[src/rtl/clk_rst_sequencer.sv]
// Start-up sequencer: synchronises and qualifies MMCM lock, releases PHY/controller/core
// resets in order, handshakes calibration, and tears everything down on lock loss.
`timescale 1ns/1ps
module clk_rst_sequencer #(
    parameter int SYNC_STAGES        = 2,
    parameter int LOCK_STABLE_CYCLES = 1024,
    parameter int STAGE_GAP_CYCLES   = 16,
    parameter int INIT_TIMEOUT       = 65536
) (
    input  logic       clk_i,
    input  logic       rst_i,
    input  logic       locked_i,
    input  logic       init_done_i,
    output logic       rst_phy_o,
    output logic       rst_ctrl_o,
    output logic       rst_core_o,
    output logic       init_start_o,
    output logic       ready_o,
    output logic       init_fail_o,
    output logic [7:0] lock_loss_cnt_o,
    output logic [2:0] state_o
);

    localparam int MAX_AB = (LOCK_STABLE_CYCLES > STAGE_GAP_CYCLES) ? LOCK_STABLE_CYCLES : STAGE_GAP_CYCLES;
    localparam int MAX_C  = (MAX_AB > INIT_TIMEOUT) ? MAX_AB : INIT_TIMEOUT;
    localparam int CW     = $clog2(MAX_C) + 1;

    localparam logic [CW-1:0] STABLE_LAST  = CW'(LOCK_STABLE_CYCLES - 1);
    localparam logic [CW-1:0] GAP_LAST     = CW'(STAGE_GAP_CYCLES - 1);
    localparam logic [CW-1:0] TIMEOUT_LAST = CW'(INIT_TIMEOUT - 1);

    typedef enum logic [2:0] {
        WAIT_LOCK = 3'd0,
        STABLE    = 3'd1,
        REL_PHY   = 3'd2,
        REL_CTRL  = 3'd3,
        INIT      = 3'd4,
        READY     = 3'd5,
        FAIL      = 3'd6
    } state_t;

    logic [SYNC_STAGES-1:0] sync_q;
    logic                   locked_s;

    state_t        state_q, state_d;
    logic [CW-1:0] cnt_q, cnt_d;
    logic          rst_phy_q, rst_phy_d;
    logic          rst_ctrl_q, rst_ctrl_d;
    logic          rst_core_q, rst_core_d;
    logic          init_start_q, init_start_d;
    logic          ready_q, ready_d;
    logic          init_fail_q, init_fail_d;
    logic [7:0]    loss_cnt_q, loss_cnt_d;

    // locked_i enters at bit 0; the last stage is the qualified-domain view.
    always_ff @(posedge clk_i) begin
        if (rst_i) begin
            sync_q <= '0;
        end else begin
            sync_q <= {sync_q[SYNC_STAGES-2:0], locked_i};
        end
    end

    assign locked_s = sync_q[SYNC_STAGES-1];

    always_ff @(posedge clk_i) begin
        if (rst_i) begin
            state_q      <= WAIT_LOCK;
            cnt_q        <= '0;
            rst_phy_q    <= 1'b1;
            rst_ctrl_q   <= 1'b1;
            rst_core_q   <= 1'b1;
            init_start_q <= 1'b0;
            ready_q      <= 1'b0;
            init_fail_q  <= 1'b0;
            loss_cnt_q   <= '0;
        end else begin
            state_q      <= state_d;
            cnt_q        <= cnt_d;
            rst_phy_q    <= rst_phy_d;
            rst_ctrl_q   <= rst_ctrl_d;
            rst_core_q   <= rst_core_d;
            init_start_q <= init_start_d;
            ready_q      <= ready_d;
            init_fail_q  <= init_fail_d;
            loss_cnt_q   <= loss_cnt_d;
        end
    end

    always_comb begin
        state_d      = state_q;
        cnt_d        = cnt_q;
        rst_phy_d    = rst_phy_q;
        rst_ctrl_d   = rst_ctrl_q;
        rst_core_d   = rst_core_q;
        init_start_d = 1'b0;
        ready_d      = ready_q;
        init_fail_d  = init_fail_q;
        loss_cnt_d   = loss_cnt_q;

        // Lock loss anywhere from STABLE to READY takes precedence over progress.
        if (!locked_s && state_q != WAIT_LOCK && state_q != FAIL) begin
            state_d    = WAIT_LOCK;
            cnt_d      = '0;
            rst_phy_d  = 1'b1;
            rst_ctrl_d = 1'b1;
            rst_core_d = 1'b1;
            ready_d    = 1'b0;
            if (state_q == READY && loss_cnt_q != 8'hFF) begin
                loss_cnt_d = loss_cnt_q + 8'd1;
            end
        end else begin
            case (state_q)
                WAIT_LOCK: begin
                    cnt_d      = '0;
                    rst_phy_d  = 1'b1;
                    rst_ctrl_d = 1'b1;
                    rst_core_d = 1'b1;
                    ready_d    = 1'b0;
                    if (locked_s) begin
                        state_d = STABLE;
                    end
                end
                STABLE: begin
                    if (cnt_q == STABLE_LAST) begin
                        state_d   = REL_PHY;
                        cnt_d     = '0;
                        rst_phy_d = 1'b0;
                    end else begin
                        cnt_d = cnt_q + 1'b1;
                    end
                end
                REL_PHY: begin
                    if (cnt_q == GAP_LAST) begin
                        state_d    = REL_CTRL;
                        cnt_d      = '0;
                        rst_ctrl_d = 1'b0;
                    end else begin
                        cnt_d = cnt_q + 1'b1;
                    end
                end
                REL_CTRL: begin
                    if (cnt_q == GAP_LAST) begin
                        state_d      = INIT;
                        cnt_d        = '0;
                        init_start_d = 1'b1;
                    end else begin
                        cnt_d = cnt_q + 1'b1;
                    end
                end
                INIT: begin
                    if (init_done_i) begin
                        state_d    = READY;
                        cnt_d      = '0;
                        rst_core_d = 1'b0;
                        ready_d    = 1'b1;
                    end else if (cnt_q == TIMEOUT_LAST) begin
                        state_d     = FAIL;
                        cnt_d       = '0;
                        rst_phy_d   = 1'b1;
                        rst_ctrl_d  = 1'b1;
                        rst_core_d  = 1'b1;
                        ready_d     = 1'b0;
                        init_fail_d = 1'b1;
                    end else begin
                        cnt_d = cnt_q + 1'b1;
                    end
                end
                READY: begin
                    cnt_d = '0;
                end
                FAIL: begin
                    rst_phy_d   = 1'b1;
                    rst_ctrl_d  = 1'b1;
                    rst_core_d  = 1'b1;
                    ready_d     = 1'b0;
                    init_fail_d = 1'b1;
                end
                default: begin
                    state_d = WAIT_LOCK;
                    cnt_d   = '0;
                end
            endcase
        end
    end

    assign rst_phy_o       = rst_phy_q;
    assign rst_ctrl_o      = rst_ctrl_q;
    assign rst_core_o      = rst_core_q;
    assign init_start_o    = init_start_q;
    assign ready_o         = ready_q;
    assign init_fail_o     = init_fail_q;
    assign lock_loss_cnt_o = loss_cnt_q;
    assign state_o         = state_q;

endmodule

[config.mk]
export PLATFORM = sky130hd
export DESIGN_NAME = clk_rst_sequencer
export DESIGN_NICKNAME = d
export VERILOG_FILES = /design/src/rtl/clk_rst_sequencer.sv
export SDC_FILE = /design/constraint.sdc
export NUM_CORES = 1
export LEC_CHECK = 0
export ABC_AREA = 1
export CORE_MARGIN = 2
export CORE_UTILIZATION = 45
export DETAILED_ROUTE_END_ITERATION = 8
export PLACE_DENSITY = 0.7
export SLEW_MARGIN = 0
export SYNTH_ARGS = -nofsm -noshare
export SYNTH_HDL_FRONTEND = slang
export SYNTH_SLANG_ARGS = --single-unit
[constraint.sdc]
create_clock -name clk_i -period 2.6 [get_ports clk_i]
set_input_delay 0.39 -clock clk_i [delete_from_list [all_inputs] [get_ports clk_i]]
set_output_delay 0.39 -clock clk_i [all_outputs]
set_load 0.01 [all_outputs]
### After elaboration in Yosys (flattened, before gate mapping)

Cells that the tools add are included.

| cells by class | value |
|---|---|
| $add $sub $neg | 2 |
| equal/unequal tests | 18 |
| mux-type cells | 25 |
| bitwise gates (word level) | 3 |
| reduce and logical (&&, ||, !) cells | 21 |

Operator list:

| cell | count |
|---|---|
| 2-to-1 mux 17 bit | 4 |
| one-hot mux 17 bit (4 select lines) | 1 |
| 2-to-1 mux 3 bit | 6 |
| one-hot mux 3 bit (6 select lines) | 1 |
| adder 17 x 1 -> 17 bit, second input constant | 1 |
| equality test 17 x 10 -> 1 bit, second input constant | 1 |
| equality test 17 x 16 -> 1 bit, second input constant | 1 |
| equality test 17 x 4 -> 1 bit, second input constant | 1 |
| inequality test 2 bit, second input constant | 6 |
| AND reduction 4 bit | 3 |
| equality test 3 bit, second input constant | 3 |
| nonzero test 3 bit | 3 |
| adder 8 x 1 -> 8 bit, second input constant | 1 |
| 2-to-1 mux 1 bit | 8 |
| inequality test 8 bit, second input constant | 1 |
| OR reduction 2 bit | 4 |
| equality test 3 x 2 -> 1 bit, second input constant | 2 |
| inequality test 3 bit, second input constant | 2 |
| one-hot mux 1 bit (2 select lines) | 3 |
| one-hot mux 1 bit (3 select lines) | 2 |
| AND reduction 6 bit | 1 |
| AND reduction 2 bit | 2 |
| nonzero test 2 bit | 2 |
| equality test 3 x 1 -> 1 bit, second input constant | 1 |
| 5 further kinds | 9 |

| word-level totals | value |
|---|---|
| bits in registers | 36 |
| word-level logic and storage cells | 79 |

### Depth between registers and ports, before layout

| logic depth | value |
|---|---|
| word-level depth | 5 |
| gate-level depth with buffers | 16 |
| depth with buffers taken out | 16 |

### Worst setup path after synthesis

No wires, ideal clock.

| path | value |
|---|---|
| path kind | register to register |
| from | reg cnt_q[0] |
| to | reg state_q[2], in the netlist state_o[2] |
| library setup time | 64 ps |
| arrival time | 1,954 ps |
| data required time | 2,536 ps |
| setup slack | 582 ps |
| cell stages (with the launch flop) | 16 |
| cell sequence | dfxtp_1 -> ha_1 -> nand2_1 -> inv_1 -> nand3_1 -> inv_1 -> nand4_1 -> nor3_1 -> ha_1 -> nor2_1 -> nand2_4 -> nand2_1 -> nor2_2 -> nand3_2 -> and2_1 -> nor2_1 |

| on the way | value |
|---|---|
| cells in the longest elaborated chain, start to end | 3 |
| elaborated cells between the ends (all ways) | 8 |
| those cells by class | 7 x eq/ne; 1 x reduce/logical |

Ends and longest elaborated chain:

| what | line | RTL |
|---|---|---|
| start: declaration | 46 | `logic [CW-1:0] cnt_q, cnt_d;` |
| start signal: assignment | 79 | `cnt_q <= cnt_d;` |
| equality test 17 x 16 -> 1 bit, or another cell as far along | 157 | `end else if (cnt_q == TIMEOUT_LAST) begin` |
| inequality test 3 bit (no source line) / inequality test 2 bit (equally long branches) | -- |  |
| AND reduction 6 bit (no source line) * | -- |  |
| end signal: assignment | 78 | `state_q <= state_d;` |
| end: declaration | 45 | `state_t state_q, state_d;` |

Mark *: on every way between the ends. The rest lies on a longest branch, timed or not.
A chain may end at the register's enable or synchronous reset.

### Worst setup path in the final report

Ends and elaborated chain as after synthesis.

==> metrics <==
syn_nets=308; Clock Path Buffers=2; CTS tree=done; worst vdd ir=0.286 mV; Synth Warn #=0; drc violations=0; Multi-input gate area=1100 µm²; worst-path cell chain=ha_1, nand2_1, inv_1, nand3_1, inv_1, nand4_1, nor3_1, ha_1, nor2_1, nand2_4, nand2_1, nor2_2, nand3_2, and2_1, nor2_1; Post-Route WL=4380 µm; clock root buffer=clkbuf_8; vias per inst=5.05; initial antenna violation count=0; PortBufs=20; global-route wire length before repair=7620 µm; dpl hpwl=3300 µm; Setup violations, final=0; Avg Inst Size Synth=6.69 µm²; synthesized flop and latch total=36; setup total negative slack=0 ps; P_leak=0.000970 µW; Cell Pwr Density=772 nW/µm²; critical path class=register to register; Seq/Total Area, Yosys=0.359; # fillers=429; most common cell after layout, fill and taps aside=nand2_1; Rows=24; RSZ-0062 raised after global routing=no; top-area cell type share of the netlist area=0.359; clock sink count=36; starting density of the core=0.464; top post-synthesis cells by area=dfxtp_1, nand2_1, nor2_1; CORE AREA=4320 µm²; H-tree levels=2; Worst path slowest cell=dfxtp_1; outcome=finished clean; CP endpoint kind=register; Critical Path AT=2570 ps; most frequent cells in the layout=nand2_1, nor2_1, inv_1, dfxtp_1, clkdlybuf4s50_1; Die Width=70.8 µm; Reg area=721 µm²; via count=1902; number of routed nets with antenna violations=0; Max Cap Viol=0; crit path time final=2340 ps; Yosys cell types=30; post-CTS setup buffers=0; clock transition at the registers of the reported paths=70 ps; Synth Cell Area=2010 µm²; number of iterations in the first detailed-routing pass=5; Num CTS Buffers=5; Final Util=0.541; Slew @ Worst Pin=426 ps; max-slew violations=0; DIE HEIGHT=70.8 µm; DRT iter0 DRCs=87; register-to-register setup slack=260 ps; asr flop ratio synth=0; gr usage total=0.190; startpoint types=register; Slew HR=0.714; delay-heaviest family, CP=simple AND/OR/NAND/NOR gates; final net count=332; RePlAce Congestion=0.891; Final Cycle Share=0.899; total congestion overflow=0; Worst EP required=2830 ps; EDFF count, synth=0; I/O pins=21; Synth Instances=300; number of global-route vias before repair=1794; Syn-to-layout area delta=16.5%; CP max stage delay=370 ps; fraction of layout instances using a drive strength above 1=0.0954; clk_lat worst skew=290 ps; Final Hold Vio Count=0; worst hold path type=register to register; Synth area leader=dfxtp_1; CTS resizes=0; Post-synth top flop=dfxtp_1; fmax=0.428 GHz; diodes inserted=0; worst path bufs/invs=2; skew final=6.99 ps; WL per Instance=11.6 µm; largest net degree at the start of global routing=15; cts hold-fix bufs=0; critical path fanouts, max=4; die footprint=5010 µm²
## synthesized netlist by cell type (2+ instances only)
master / number
a21oi_1: 13
dfxtp_1: 36
ha_1: 4
inv_1: 36
inv_2: 7
nand2_1: 74
nand2_2: 6
nand2_4: 2
nand3_1: 14
nand3_2: 3
nand4_1: 11
nor2_1: 49
nor2_2: 3
nor3_1: 10
o211ai_1: 2
o21ai_0: 9
xnor2_1: 3
xor2_1: 6
## worst paths after layout
kind	start	to	cells past startpoint
max	cnt_q[0]$_SDFFE_PP0N_	state_o[2]$_SDFFE_PP0P_	15
min	sync_q[0]$_SDFF_PP0_	sync_q[1]$_SDFF_PP0_	2
max reg2reg	cnt_q[0]$_SDFFE_PP0N_	state_o[2]$_SDFFE_PP0P_	15
min reg2reg	sync_q[0]$_SDFF_PP0_	sync_q[1]$_SDFF_PP0_	2
## registers in the layout, indices dropped and copies added (netlist names)
register / flops
cnt_q: 17
init_fail_o: 1
init_start_o: 1
lock_loss_cnt_o: 8
ready_o: 1
rst_core_o: 1
rst_ctrl_o: 1
rst_phy_o: 1
state_o: 3
sync_q: 2
## worst reg2reg max path, delay by kind of cell (launching register included)
family,cells,cell delay (ps)
adder cells (fa/ha/maj),2,430
buffers and inverters,2,210
flip-flops,1,370
AND/OR/NAND/NOR,11,1260
## power breakdown
part / internal [µW] / switching, µW / total, µW
sequential: 604 / 59.8 / 664
combinational: 266 / 460 / 726
clock: 216 / 198 / 414
total: 1090 / 718 / 1800
## per-layer routing
| layer | track usage | part of all wire | wire [µm] | vias up |
|---|---|---|---|---|
| met3 | 0.0527 | 0.042 | 186 | 10 |
| met1 | 0.238 | 0.47 | 2040 | 848 |
| met4 | 0.0943 | 0.018 | 80 | 0 |
| met2 | 0.300 | 0.47 | 2070 | 43 |
| li1 | - | - | - | 1001 |
| met5 | 0 | 0 | 0 | - |
## layout make-up
type,count,area share
inverter,43,0.0691
multi-input combinational,218,0.471
tap,52,0.0278
sequential,36,0.308
clock buffer,8,0.0385
timing repair buffer,20,0.0857
## stage by stage
step / hold slack (ps) / total power [µW] / cell area, µm² / std cells / setup WS [ps]
detailed placement: 401 / 1410 / 2250 / 369 / 291
global placement: 402 / 1400 / 2250 / 369 / 446
finish: 403 / 1800 / 2340 / 377 / 261
global route: 422 / 1940 / 2340 / 377 / 10.5
floorplan: 388 / 1210 / 2010 / 300 / 582
CTS: 408 / 1820 / 2340 / 377 / 271
## kinds of logic after synthesis
| group | synth area share |
|---|---|
| AOI/OAI and AO/OA | 0.0780 |
| xor gates and xnor gates | 0.0393 |
| adders and majority gates | 0.0250 |
| buffers and inverters | 0.0923 |
| DFF | 0.359 |
| and+or+nand+nor | 0.406 |
No activity file was read; power rests on OpenSTA's default activity.
